**config.mk**
```make
export PLATFORM = sky130hd
export DESIGN_NAME = scoreboard_warp
export DESIGN_NICKNAME = d
export VERILOG_FILES = /design/src/rtl/scoreboard_warp.sv
export SDC_FILE = /design/constraint.sdc
export NUM_CORES = 1
export LEC_CHECK = 0
export CORE_ASPECT_RATIO = 0.75
export CORE_MARGIN = 3
export CORE_UTILIZATION = 51
export CTS_BUF_LIST = sky130_fd_sc_hd__clkbuf_2 sky130_fd_sc_hd__clkbuf_4 sky130_fd_sc_hd__clkbuf_8
export DETAILED_ROUTE_END_ITERATION = 8
export MAX_ROUTING_LAYER = met4
export PLACE_DENSITY = 0.77
export SETUP_SLACK_MARGIN = 0.1
export SLEW_MARGIN = 20
export SYNTH_ARGS = -nofsm -noshare
export SYNTH_HDL_FRONTEND = slang
export SYNTH_SLANG_ARGS = --single-unit
```
**constraint.sdc**
```tcl
create_clock -name clk -period 2.7 [get_ports clk]
set_clock_uncertainty 0.1 [all_clocks]
set_input_delay 0.405 -clock clk [delete_from_list [all_inputs] [get_ports clk]]
set_output_delay 0.405 -clock clk [all_outputs]
set_load 0.03 [all_outputs]
```
**src/rtl/scoreboard_warp.sv**
```systemverilog
// Per-warp 4-entry scoreboard: hazard detection, entry allocation on issue,
// and entry release on writeback clear or store replay completion.
module scoreboard_warp (
  input  logic       clk,
  input  logic       rst,
  input  logic [4:0] Src1_IB_Scb,
  input  logic [4:0] Src2_IB_Scb,
  input  logic [4:0] Dst_IB_Scb,
  input  logic       Src1_Valid_IB_Scb,
  input  logic       Src2_Valid_IB_Scb,
  input  logic       Dst_Valid_IB_Scb,
  input  logic       RP_Grt_IB_Scb,
  input  logic       Replay_Complete_IB_Scb,
  input  logic [1:0] Replay_Complete_ScbID_IB_Scb,
  input  logic       Clear_Valid_WB_Scb,
  input  logic [1:0] Clear_ScbID_WB_Scb,
  output logic       Full_Scb_IB,
  output logic       Empty_Scb_IB,
  output logic       Dependent_Scb_IB,
  output logic [1:0] ScbID_Scb_IB,
  output logic       Err_Scb
);

  localparam int unsigned NUM_ENTRIES = 4;
  localparam int unsigned REG_W       = 5;
  localparam int unsigned ID_W        = 2;

  logic [NUM_ENTRIES-1:0] v_q,  v_d;
  logic [NUM_ENTRIES-1:0] dv_q, dv_d;
  logic [REG_W-1:0]       d_q [NUM_ENTRIES];
  logic [REG_W-1:0]       d_d [NUM_ENTRIES];
  logic                   err_q, err_d;

  logic                   full_c;
  logic [ID_W-1:0]        free_id_c;
  logic                   dep_c;

  // Status and lowest-free-entry encoder; all zero-latency from state.
  always_comb begin
    full_c    = &v_q;
    free_id_c = '0;
    for (int i = NUM_ENTRIES - 1; i >= 0; i--) begin
      if (!v_q[i]) free_id_c = ID_W'(i);
    end
  end

  // RAW (either source) and WAW hazards against pending register writers.
  always_comb begin
    dep_c = 1'b0;
    for (int i = 0; i < NUM_ENTRIES; i++) begin
      if (v_q[i] && dv_q[i]) begin
        if ((Src1_Valid_IB_Scb && (Src1_IB_Scb == d_q[i])) ||
            (Src2_Valid_IB_Scb && (Src2_IB_Scb == d_q[i])) ||
            (Dst_Valid_IB_Scb  && (Dst_IB_Scb  == d_q[i])))
          dep_c = 1'b1;
      end
    end
  end

  // Next-state: allocate, writeback clear, replay clear, all in one cycle.
  always_comb begin
    v_d   = v_q;
    dv_d  = dv_q;
    d_d   = d_q;
    err_d = err_q;

    if (RP_Grt_IB_Scb) begin
      if (full_c) begin
        err_d = 1'b1;
      end else begin
        v_d[free_id_c]  = 1'b1;
        dv_d[free_id_c] = Dst_Valid_IB_Scb;
        d_d[free_id_c]  = Dst_IB_Scb;
      end
    end

    if (Clear_Valid_WB_Scb) begin
      if (v_q[Clear_ScbID_WB_Scb]) v_d[Clear_ScbID_WB_Scb] = 1'b0;
      else                         err_d = 1'b1;
    end

    // Level-sensitive from the IB; only a still-valid store entry is freed.
    if (Replay_Complete_IB_Scb && v_q[Replay_Complete_ScbID_IB_Scb] &&
        !dv_q[Replay_Complete_ScbID_IB_Scb])
      v_d[Replay_Complete_ScbID_IB_Scb] = 1'b0;
  end

  always_ff @(posedge clk or posedge rst) begin
    if (rst) begin
      v_q   <= '0;
      dv_q  <= '0;
      err_q <= 1'b0;
      for (int i = 0; i < NUM_ENTRIES; i++) d_q[i] <= '0;
    end else begin
      v_q   <= v_d;
      dv_q  <= dv_d;
      err_q <= err_d;
      for (int i = 0; i < NUM_ENTRIES; i++) d_q[i] <= d_d[i];
    end
  end

  assign Full_Scb_IB      = full_c;
  assign Empty_Scb_IB     = ~|v_q;
  assign Dependent_Scb_IB = dep_c;
  assign ScbID_Scb_IB     = free_id_c;
  assign Err_Scb          = err_q;

endmodule

```
==> results of run 1 <==
-- metal layers --
metal  global-route usage  vias up  wire [um]
met2               0.3439       63       2147
met4              0.07360        0         74
met5                    -        -          0
met3              0.04819        8        413
li1                     -      736          -
met1               0.3662      769       2497
-- timing repair --
action,CTS,global route
gates cloned,0,0
endpoints found under the setup margin,1,1
resized for setup,7,7
pin swaps,0,1
-- cells by family after synthesis --
family	after synthesis
xor+xnor	60
simple gates	52
flops	29
mux	25
buf+inv	11
compound gates	9
-- where the power goes --
group          leakage [nW]  internal, mW  switching, mW  total, mW
clock                0.0484         0.188          0.160      0.349
sequential            0.342         0.648          0.341      0.989
combinational         0.671         0.582          0.532       1.11
total                  1.06          1.42           1.03       2.45
-- worst max-delay path, delay by kind of cell --
kind,cells,cell delay [ns]
simple gates,4,0.68
xor+xnor,1,0.20
buf+inv,3,0.78
-- stage by stage --
stage / area [sq um] / setup TNS, ns / setup WS [ns]
floorplan: 1976 / 0 / 0.7253
global placement: 2370 / -0.1590 / -0.1590
detailed placement: 2370 / -0.02593 / -0.02593
CTS: 2455 / 0 / 0.1142
global route: 2481 / 0 / 0.09745
finish: 2481 / 0 / 0.1364
-- sequential cells by signal, indices dropped and copies added (netlist names) --
name,count
dv_q,4
v_q,4
Err_Scb,1
d_q,20
-- worst paths after layout --
check	cells past startpoint	from	slack, ns	end
hold reg to reg	2	Err_Scb$_DFF_PP0_	0.39	Err_Scb$_DFF_PP0_
min in group asynchronous	3	rst	0.41	dv_q[0]$_DFFE_PP0P_
setup / recovery	8	Src2_IB_Scb[0]	0.14	Dependent_Scb_IB
max in group asynchronous	3	rst	1.82	d_q[14]$_DFFE_PP0P_
hold / removal	2	Err_Scb$_DFF_PP0_	0.39	Err_Scb$_DFF_PP0_
setup reg to reg	4	v_q[3]$_DFF_PP0_	1.00	d_q[3]$_DFFE_PP0P_
-- Yosys cell counts, types with 2 or more instances --
library cell,n
nand4_1,15
xnor2_1,12
o21ai_0,4
nand2b_1,3
nand3b_1,2
buf_2,7
nand2_1,6
inv_1,3
xor2_1,48
o311ai_0,2
and2_1,4
nor4_1,13
dfrtp_1,29
mux2_2,24
-- area by class of cell --
cell class / count / area, sq um / area share
clock buffers: 6 / 76.32 / 0.03076
clock inverters: 2 / 10.01 / 0.004034
inverters: 3 / 11.26 / 0.004539
multi-input cells: 146 / 1219 / 0.4912
flip-flops and latches: 29 / 725.7 / 0.2925
well taps: 50 / 62.56 / 0.02521
repair buffers: 39 / 376.6 / 0.1518
==> results.json, run 1 <==
{
  "synth_cell_types": 28,
  "vias": 1576,
  "clk_pin_slew_ns": 0.06,
  "nets": 251,
  "power_mw": 2.451,
  "synth-compound-area-share": 0.03040,
  "synth-edff-count": 0,
  "numClockSinks": 29,
  "crit_path_start_kind": "input pin",
  "grt_pass1_wl_mm": 8.349,
  "synth_nets": 213,
  "ys_async_sr_fraction": 1.000,
  "die_area_sq_um": 4664,
  "synthAdderAreaFrac": 0,
  "track_usage": 0.2486,
  "synth_area_leader_cell": "dfrtp_1",
  "rows": 18,
  "crit_fanout": 2,
  "core_sq_um": 3491,
  "leakagePower_nw": 1.061,
  "path_cells": "clkdlybuf4s50_1, xor2_1, nor4_1, buf_4, nand4_1, nand4_1, or3_4, buf_6",
  "finalSetupViolCount": 0,
  "crit_type": "input pin to output pin",
  "final_antenna_net_count": 0,
  "postCtsHoldBufs": 0,
  "io_pins": 33,
  "insertion_delay_ns": 0.27,
  "tightest_slew_ns": 0.4494,
  "grt_max_degree": 30,
  "crit_top_cell": "nand4_1",
  "synth_ff_type": "dfrtp_1",
  "synthTopCellsByArea": "dfrtp_1, xor2_1, mux2_2",
  "place_inst": 267,
  "cts_buffers": 5,
  "drive_gt1_frac": 0.2044,
  "antenna-diode-count": 0,
  "drt_iter0_drc": 139,
  "die-width_um": 77.87,
  "synthesis.area_sq_um": 1976,
  "syn-instance-count": 186,
  "synthSimpleGateAreaFrac": 0.1609,
  "critPathSlowestCell": "clkdlybuf4s50_1",
  "syn_avg_cell_area_sq_um": 10.62,
  "most-common-layout-cells": "xor2_1, dfrtp_1, mux2_2, clkdlybuf4s50_1, nand4_1",
  "yosysWarningCount": 0,
  "required_ns": 2.19,
  "place_congestion": 0.9261,
  "drc_errors": 0,
  "drv_slew": 0,
  "detail_route.first_pass.iterations": 4,
  "grt_overflow": 0,
  "wl_per_cell_um": 18.67,
  "final.fill_count": 257,
  "ys_ff_latch": 29,
  "synth-seq-area-share": 0.3673,
  "hold_viol": 0,
  "antenna_found_initial": 0,
  "max_freq_ghz": 0.3901,
  "crit_arrival_ns": 2.06,
  "hold_path.class": "register to register",
  "die_h_um": 59.90,
  "synth-xor-area-share": 0.2660,
  "h-tree-depth": 2,
  "power_density_nw_per_um2": 987.9,
  "fin_cells": 275,
  "mostFrequentLayoutCell": "xor2_1",
  "min_period_over_period": 0.9495,
  "max_cap_violations": 0,
  "peakVddDrop_mv": 0.5970,
  "synthMuxAreaShare": 0.1501,
  "via_per_inst": 5.731,
  "hold_ws_ns": 0.3920,
  "status": "finished clean",
  "tritoncts": "done",
  "initial_core_util": 0.5659,
  "critical_path.max_stage_delay_ns": 0.49,
  "clockBufferDepth": 2,
  "min_period_ns": 2.564,
  "post-route-util": 0.7108,
  "first_global_vias": 1589,
  "synth_top_area_frac": 0.3673,
  "synth_top_family_by_area": "XOR/XNOR gates",
  "dp.final_hpwl_mm": 3.920,
  "post_cts_buffers": 0,
  "drt-total-wl_mm": 5.134,
  "syn2layout_area_growth_pct": 25.59,
  "endpoint_kind": "output pin",
  "slew_headroom": 0.6995,
  "io_buffers": 32,
  "root_buffer": "clkbuf_8",
  "rsz0062_at_grt": "no"
}
No activity file was read; power rests on OpenSTA's default activity.
==> run 2: changes to the inputs <==
--- a/config.mk
+++ b/config.mk
@@ -12,6 +12,7 @@
 export DETAILED_ROUTE_END_ITERATION = 8
 export MAX_ROUTING_LAYER = met4
 export PLACE_DENSITY = 0.77
+export RECOVER_POWER = 50
 export SETUP_SLACK_MARGIN = 0.1
 export SLEW_MARGIN = 20
 export SYNTH_ARGS = -nofsm -noshare
==> run 2 against run 1 <==
  * The run now ends with capacitance limit, slew limit left
  * Sequential share of layout area up 0.15 points
  * Sequential cell count unchanged
  * Core utilization down 0.36 points
  * Clock-buffer cell count stayed put
  * Final cell count unchanged
  * Register-to-register slack worse by 0.17 ns
  * Maximum frequency shrank 0.15%
  * Die area stayed put
  * Routed wire length rose by 0.21%
  * Largest power group unchanged
==> results.json, run 2 (synthesis gave the netlist of run 1 again) <==
{
  "status": "finished with violations",
  "failed_checks": "capacitance limit, slew limit",
  "die_h_um": 59.90,
  "max_freq_ghz": 0.3895,
  "die-width_um": 77.87,
  "crit_fanout": 2,
  "mostFrequentLayoutCell": "xor2_1",
  "crit_type": "input pin to output pin",
  "track_usage": 0.2486,
  "power_mw": 2.444,
  "grt_max_degree": 30,
  "insertion_delay_ns": 0.27,
  "peakVddDrop_mv": 0.5937,
  "antenna_found_initial": 0,
  "p_sw_mw": 1.031,
  "rows": 18,
  "crit_path_end": "Dependent_Scb_IB",
  "rsz0062_at_grt": "no",
  "post-route-util": 0.7072,
  "ff2ff_path_depth": 4,
  "grt_overflow": 0,
  "dpl_cell_area_sq_um": 2370,
  "postCtsHoldBufs": 0,
  "max_cap_violations": 1,
  "detail_route.first_pass.iterations": 4,
  "hold_ws_ns": 0.3935,
  "io_buffers": 32,
  "dp.final_hpwl_mm": 3.920,
  "initial_core_util": 0.5659,
  "hold_viol": 0,
  "syn2layout_area_growth_pct": 24.95,
  "p_seq_frac": 0.405,
  "io_pins": 33,
  "tritoncts": "done",
  "tightest_slew_ns": 1.540,
  "first_global_vias": 1589,
  "final_antenna_net_count": 0,
  "swShare": 0.4218,
  "vias": 1569,
  "antenna-diode-count": 0,
  "crit_path_start_kind": "input pin",
  "cts_buffers": 5,
  "h-tree-depth": 2,
  "hold_path.class": "register to register",
  "clockBufferDepth": 2,
  "r2r_slack_ns": 0.83,
  "place_congestion": 0.9261,
  "required_ns": 2.19,
  "numClockSinks": 29,
  "critPathLaunch": "Src2_IB_Scb[0]",
  "drt-total-wl_mm": 5.145,
  "via_per_inst": 5.705,
  "fin_area_sq_um": 2469,
  "root_buffer": "clkbuf_8",
  "min_period_over_period": 0.9509,
  "most-common-layout-cells": "xor2_1, dfrtp_1, mux2_2, clkdlybuf4s50_1, nand4_1",
  "finalSetupViolCount": 0,
  "drv_slew": 30,
  "r2r-start": "v_q[3]$_DFF_PP0_",
  "largestRegisters": "d_q (20), dv_q (4), v_q (4)",
  "drt_iter0_drc": 141,
  "power_density_nw_per_um2": 990.1,
  "clk_pin_slew_ns": 0.06,
  "p_int_mw": 1.413,
  "die_area_sq_um": 4664,
  "slew_headroom": -0.02638,
  "largest_register_ffs": 20,
  "wl_per_cell_um": 18.71,
  "r2r_end": "d_q[3]$_DFFE_PP0P_",
  "min_period_ns": 2.567,
  "regMostFlops": "d_q",
  "endpoint_kind": "output pin",
  "drc_errors": 0,
  "crit_arrival_ns": 2.06,
  "drive_gt1_frac": 0.1911,
  "grt_pass1_wl_mm": 8.349,
  "nets": 251,
  "power_frac_comb": 0.453,
  "core_sq_um": 3491,
  "clock_power_share": 0.142,
  "leakagePower_nw": 1.053
}
[run 2: changes by cell type in the layout (fill, tap and decap cells not counted), sizes merged]
cell           delta
buf               -2
clkbuf            +2
clkdlybuf4s50     -1
dlygate4sd3       +1
[run 2: critical path, stage by stage]
cell	delay, ns
clkdlybuf4s50_1	0.49
xor2_1	0.20
nor4_1	0.10
buf_4	0.14
nand4_1	0.09
nand4_1	0.09
or3_4	0.40
buf_6	0.15
[run 2: how the worst min path moves through the flow]
stage | startpoint | to | slack (ns) | cells after the start
final | Err_Scb$_DFF_PP0_ | Err_Scb$_DFF_PP0_ | 0.39 | 2
after global placement | Err_Scb$_DFF_PP0_ | Err_Scb$_DFF_PP0_ | 0.36 | 2
after detailed placement | Err_Scb$_DFF_PP0_ | Err_Scb$_DFF_PP0_ | 0.37 | 2
after global routing | Err_Scb$_DFF_PP0_ | Err_Scb$_DFF_PP0_ | 0.44 | 2
after CTS | Err_Scb$_DFF_PP0_ | Err_Scb$_DFF_PP0_ | 0.39 | 2
after floorplan | rst | Err_Scb$_DFF_PP0_ | 0.38 | 1
[run 2: timing repair]
action                     in CTS  in global routing
pin swaps                       0                  1
resized for setup               7                  7
setup endpoints to repair       1                  1
setup buffers                   0                  0
[run 2: final cells by class]
cell class                      count  area [sq um]
Clock inverter                      2         10.01
Clock buffer                        6         76.32
Multi-Input combinational cell    146          1214
Timing Repair Buffer               39         369.1
Sequential cell                    29         725.7
Inverter                            3         11.26
Tap cell                           50         62.56
Fill cell                         260          1022
[run 2: layer usage]
layer  GRT usage  part of all wire
met1      0.3662              0.50
met2      0.3439              0.42
met3     0.04819             0.067
met4     0.07360             0.014
met5           -                 0
[run 2: metrics by stage]
stage,setup slack [ns],std cells,setup TNS [ns]
after floorplan,0.7253,186,0
after global placement,-0.1590,267,-0.1590
after detailed placement,-0.02593,267,-0.02593
after CTS,0.1142,275,0
after global routing,0.09745,275,0
final,0.1326,275,0
[run 2: power by group through the flow]
| stage | logic, mW | registers, mW | clock network, mW |
|---|---|---|---|
| after floorplan | 0.799 | 0.885 | 0 |
| after global placement | 1.08 | 0.965 | 0 |
| after detailed placement | 1.09 | 0.983 | 0 |
| after CTS | 1.10 | 0.975 | 0.353 |
| after global routing | 1.20 | 1.03 | 0.378 |
| final | 1.11 | 0.989 | 0.348 |
==> run 3: changes to the inputs <==
--- a/config.mk
+++ b/config.mk
@@ -7,14 +7,12 @@
 export LEC_CHECK = 0
 export CORE_ASPECT_RATIO = 0.75
 export CORE_MARGIN = 3
-export CORE_UTILIZATION = 51
+export CORE_UTILIZATION = 35
 export CTS_BUF_LIST = sky130_fd_sc_hd__clkbuf_2 sky130_fd_sc_hd__clkbuf_4 sky130_fd_sc_hd__clkbuf_8
 export DETAILED_ROUTE_END_ITERATION = 8
 export MAX_ROUTING_LAYER = met4
-export PLACE_DENSITY = 0.77
 export RECOVER_POWER = 50
 export SETUP_SLACK_MARGIN = 0.1
-export SLEW_MARGIN = 20
 export SYNTH_ARGS = -nofsm -noshare
 export SYNTH_HDL_FRONTEND = slang
 export SYNTH_SLANG_ARGS = --single-unit
==> run 3 against run 2 <==
  * The run still ends with capacitance limit, slew limit left
  * Sequential cell count is the same
  * Power grew 2.8%
  * Final cell count grew 8.4%
  * Via count shrank 2.5%
  * Critical path type unchanged
==> results.json, run 3 (synthesis gave the netlist of run 1 again) <==
{
  "highest_layer": "met4",
  "nets": 249,
  "regMostFlops": "d_q",
  "drc_errors": 0,
  "crit_path_start_kind": "input pin",
  "grt_max_degree": 30,
  "hold_ws_ns": 0.3828,
  "leakagePower_nw": 1.089,
  "postCtsHoldBufs": 0,
  "slew_headroom": -0.02782,
  "crit_arrival_ns": 2.04,
  "crit_fanout": 4,
  "final_antenna_net_count": 0,
  "cts_buffers": 5,
  "drt_iter0_drc": 76,
  "root_buffer": "clkbuf_8",
  "initial_core_util": 0.3652,
  "antenna_found_initial": 0,
  "io_buffers": 32,
  "status": "finished with violations",
  "syn2layout_area_growth_pct": 27.36,
  "post-route-util": 0.4651,
  "min_period_ns": 2.546,
  "die_area_sq_um": 6592,
  "drv_slew": 30,
  "die-width_um": 92.76,
  "power_density_nw_per_um2": 998.8,
  "die_h_um": 71.07,
  "io_pins": 33,
  "mostFrequentLayoutCell": "xor2_1",
  "swShare": 0.3947,
  "place_congestion": 0.9642,
  "track_usage": 0.1715,
  "place_ws_ns": -0.06798,
  "wl_per_cell_um": 17.29,
  "first_global_vias": 1450,
  "power_frac_comb": 0.415,
  "drive_gt1_frac": 0.1749,
  "clock_power_share": 0.189,
  "largest_register_ffs": 20,
  "finalSetupViolCount": 0,
  "dr_wl_met3_um": 287,
  "detail_route.first_pass.iterations": 4,
  "tightest_slew_ns": 1.542,
  "antenna-diode-count": 0,
  "hold_path.class": "register to register",
  "p_int_mw": 1.521,
  "insertion_delay_ns": 0.28,
  "vias": 1530,
  "hold_viol": 0,
  "dp.final_hpwl_mm": 4.025,
  "clk_pin_slew_ns": 0.06,
  "grt_pass1_wl_mm": 8.121,
  "numClockSinks": 29,
  "peakVddDrop_mv": 0.4850,
  "failed_checks": "capacitance limit, slew limit",
  "p_sw_mw": 0.9919,
  "largestRegisters": "d_q (20), dv_q (4), v_q (4)",
  "p_seq_frac": 0.396,
  "tritoncts": "done",
  "power_mw": 2.513,
  "most-common-layout-cells": "xor2_1, dfrtp_1, mux2_2, clkdlybuf4s50_1, nand4_1",
  "via_per_inst": 5.134,
  "h-tree-depth": 2,
  "rsz0062_at_grt": "no",
  "wl_met2_mm": 2.186,
  "rows": 23,
  "clockBufferDepth": 2,
  "max_cap_violations": 1,
  "crit_type": "input pin to output pin",
  "core_sq_um": 5410,
  "required_ns": 2.19,
  "max_freq_ghz": 0.3927,
  "endpoint_kind": "output pin",
  "min_period_over_period": 0.9431,
  "worst_slack_ns": 0.1537,
  "wl_met1_mm": 2.624,
  "grt_overflow": 0,
  "drt-total-wl_mm": 5.151
}
## run 3: cell count changes in the layout (fill, tap and decap cells not counted), sizes merged
cell,delta
clkinv,-2
dlygate4sd2,-3
clkbuf,+1
clkdlybuf4s50,-2
dlygate4sd3,+1
buf,-2
bufinv,+1
dlymetal6s2s,+4
## run 3: layout make-up
| cell class | count | area (sq um) |
|---|---|---|
| fillers | 539 | 2894 |
| multi-input cells | 146 | 1201 |
| clock buffers | 7 | 90.09 |
| well taps | 75 | 93.84 |
| clock inverters | 1 | 30.03 |
| flip-flops and latches | 29 | 725.7 |
| inverters | 3 | 11.26 |
| repair buffers | 37 | 364.1 |
## run 3: power groups by stage
| stage | Combinational (mW) | Clock (mW) | Sequential [mW] |
|---|---|---|---|
| 2_1_floorplan | 0.799 | 0 | 0.885 |
| 3_3_place_gp | 1.07 | 0 | 0.992 |
| 3_5_place_dp | 1.05 | 0 | 0.996 |
| 4_1_cts | 1.06 | 0.486 | 0.989 |
| 5_1_grt | 1.13 | 0.509 | 1.04 |
| 6_report | 1.04 | 0.475 | 0.994 |
## run 3: worst max-delay path: stages
cell and delay, ns:
clkdlybuf4s50_1 0.65, xor2_1 0.18, nor4_1 0.07, nand4_1 0.10, nand4_1 0.09, or3_1 0.37
buf_4 0.18
## run 3: path summary, 6_finish.rpt
kind                              startpoint                  end  slack [ns]  cells after the start
max                           Src2_IB_Scb[1]     Dependent_Scb_IB        0.15                      7
min                        Err_Scb$_DFF_PP0_    Err_Scb$_DFF_PP0_        0.38                      2
max reg2reg                 v_q[3]$_DFF_PP0_   d_q[1]$_DFFE_PP0P_        0.90                      4
min reg2reg                Err_Scb$_DFF_PP0_    Err_Scb$_DFF_PP0_        0.38                      2
max in group asynchronous                rst  d_q[19]$_DFFE_PP0P_        0.61                      3
min in group asynchronous                rst  dv_q[1]$_DFFE_PP0P_        1.00                      3
## run 3: layer usage
layer  vias up  global-route usage
li1        733                   -
met1       747              0.2610
met2        44              0.2211
met3         6             0.03932
met4         0             0.05528
met5         -                   -
## run 3: stage by stage
stage | setup TNS (ns) | cell area, sq um | instances
finish | 0 | 2516 | 298
global route | 0 | 2516 | 298
CTS | 0 | 2509 | 298
detailed placement | -0.06798 | 2386 | 290
global placement | -0.1209 | 2386 | 290
floorplan | 0 | 1976 | 186
## run 3: timing repair
action                                 in CTS  in global routing
gates cloned                                0                  0
endpoints found under the hold margin       0                  0
resized for setup                           4                  8
buffers inserted                            0                  0
setup endpoints to repair                   1                  1
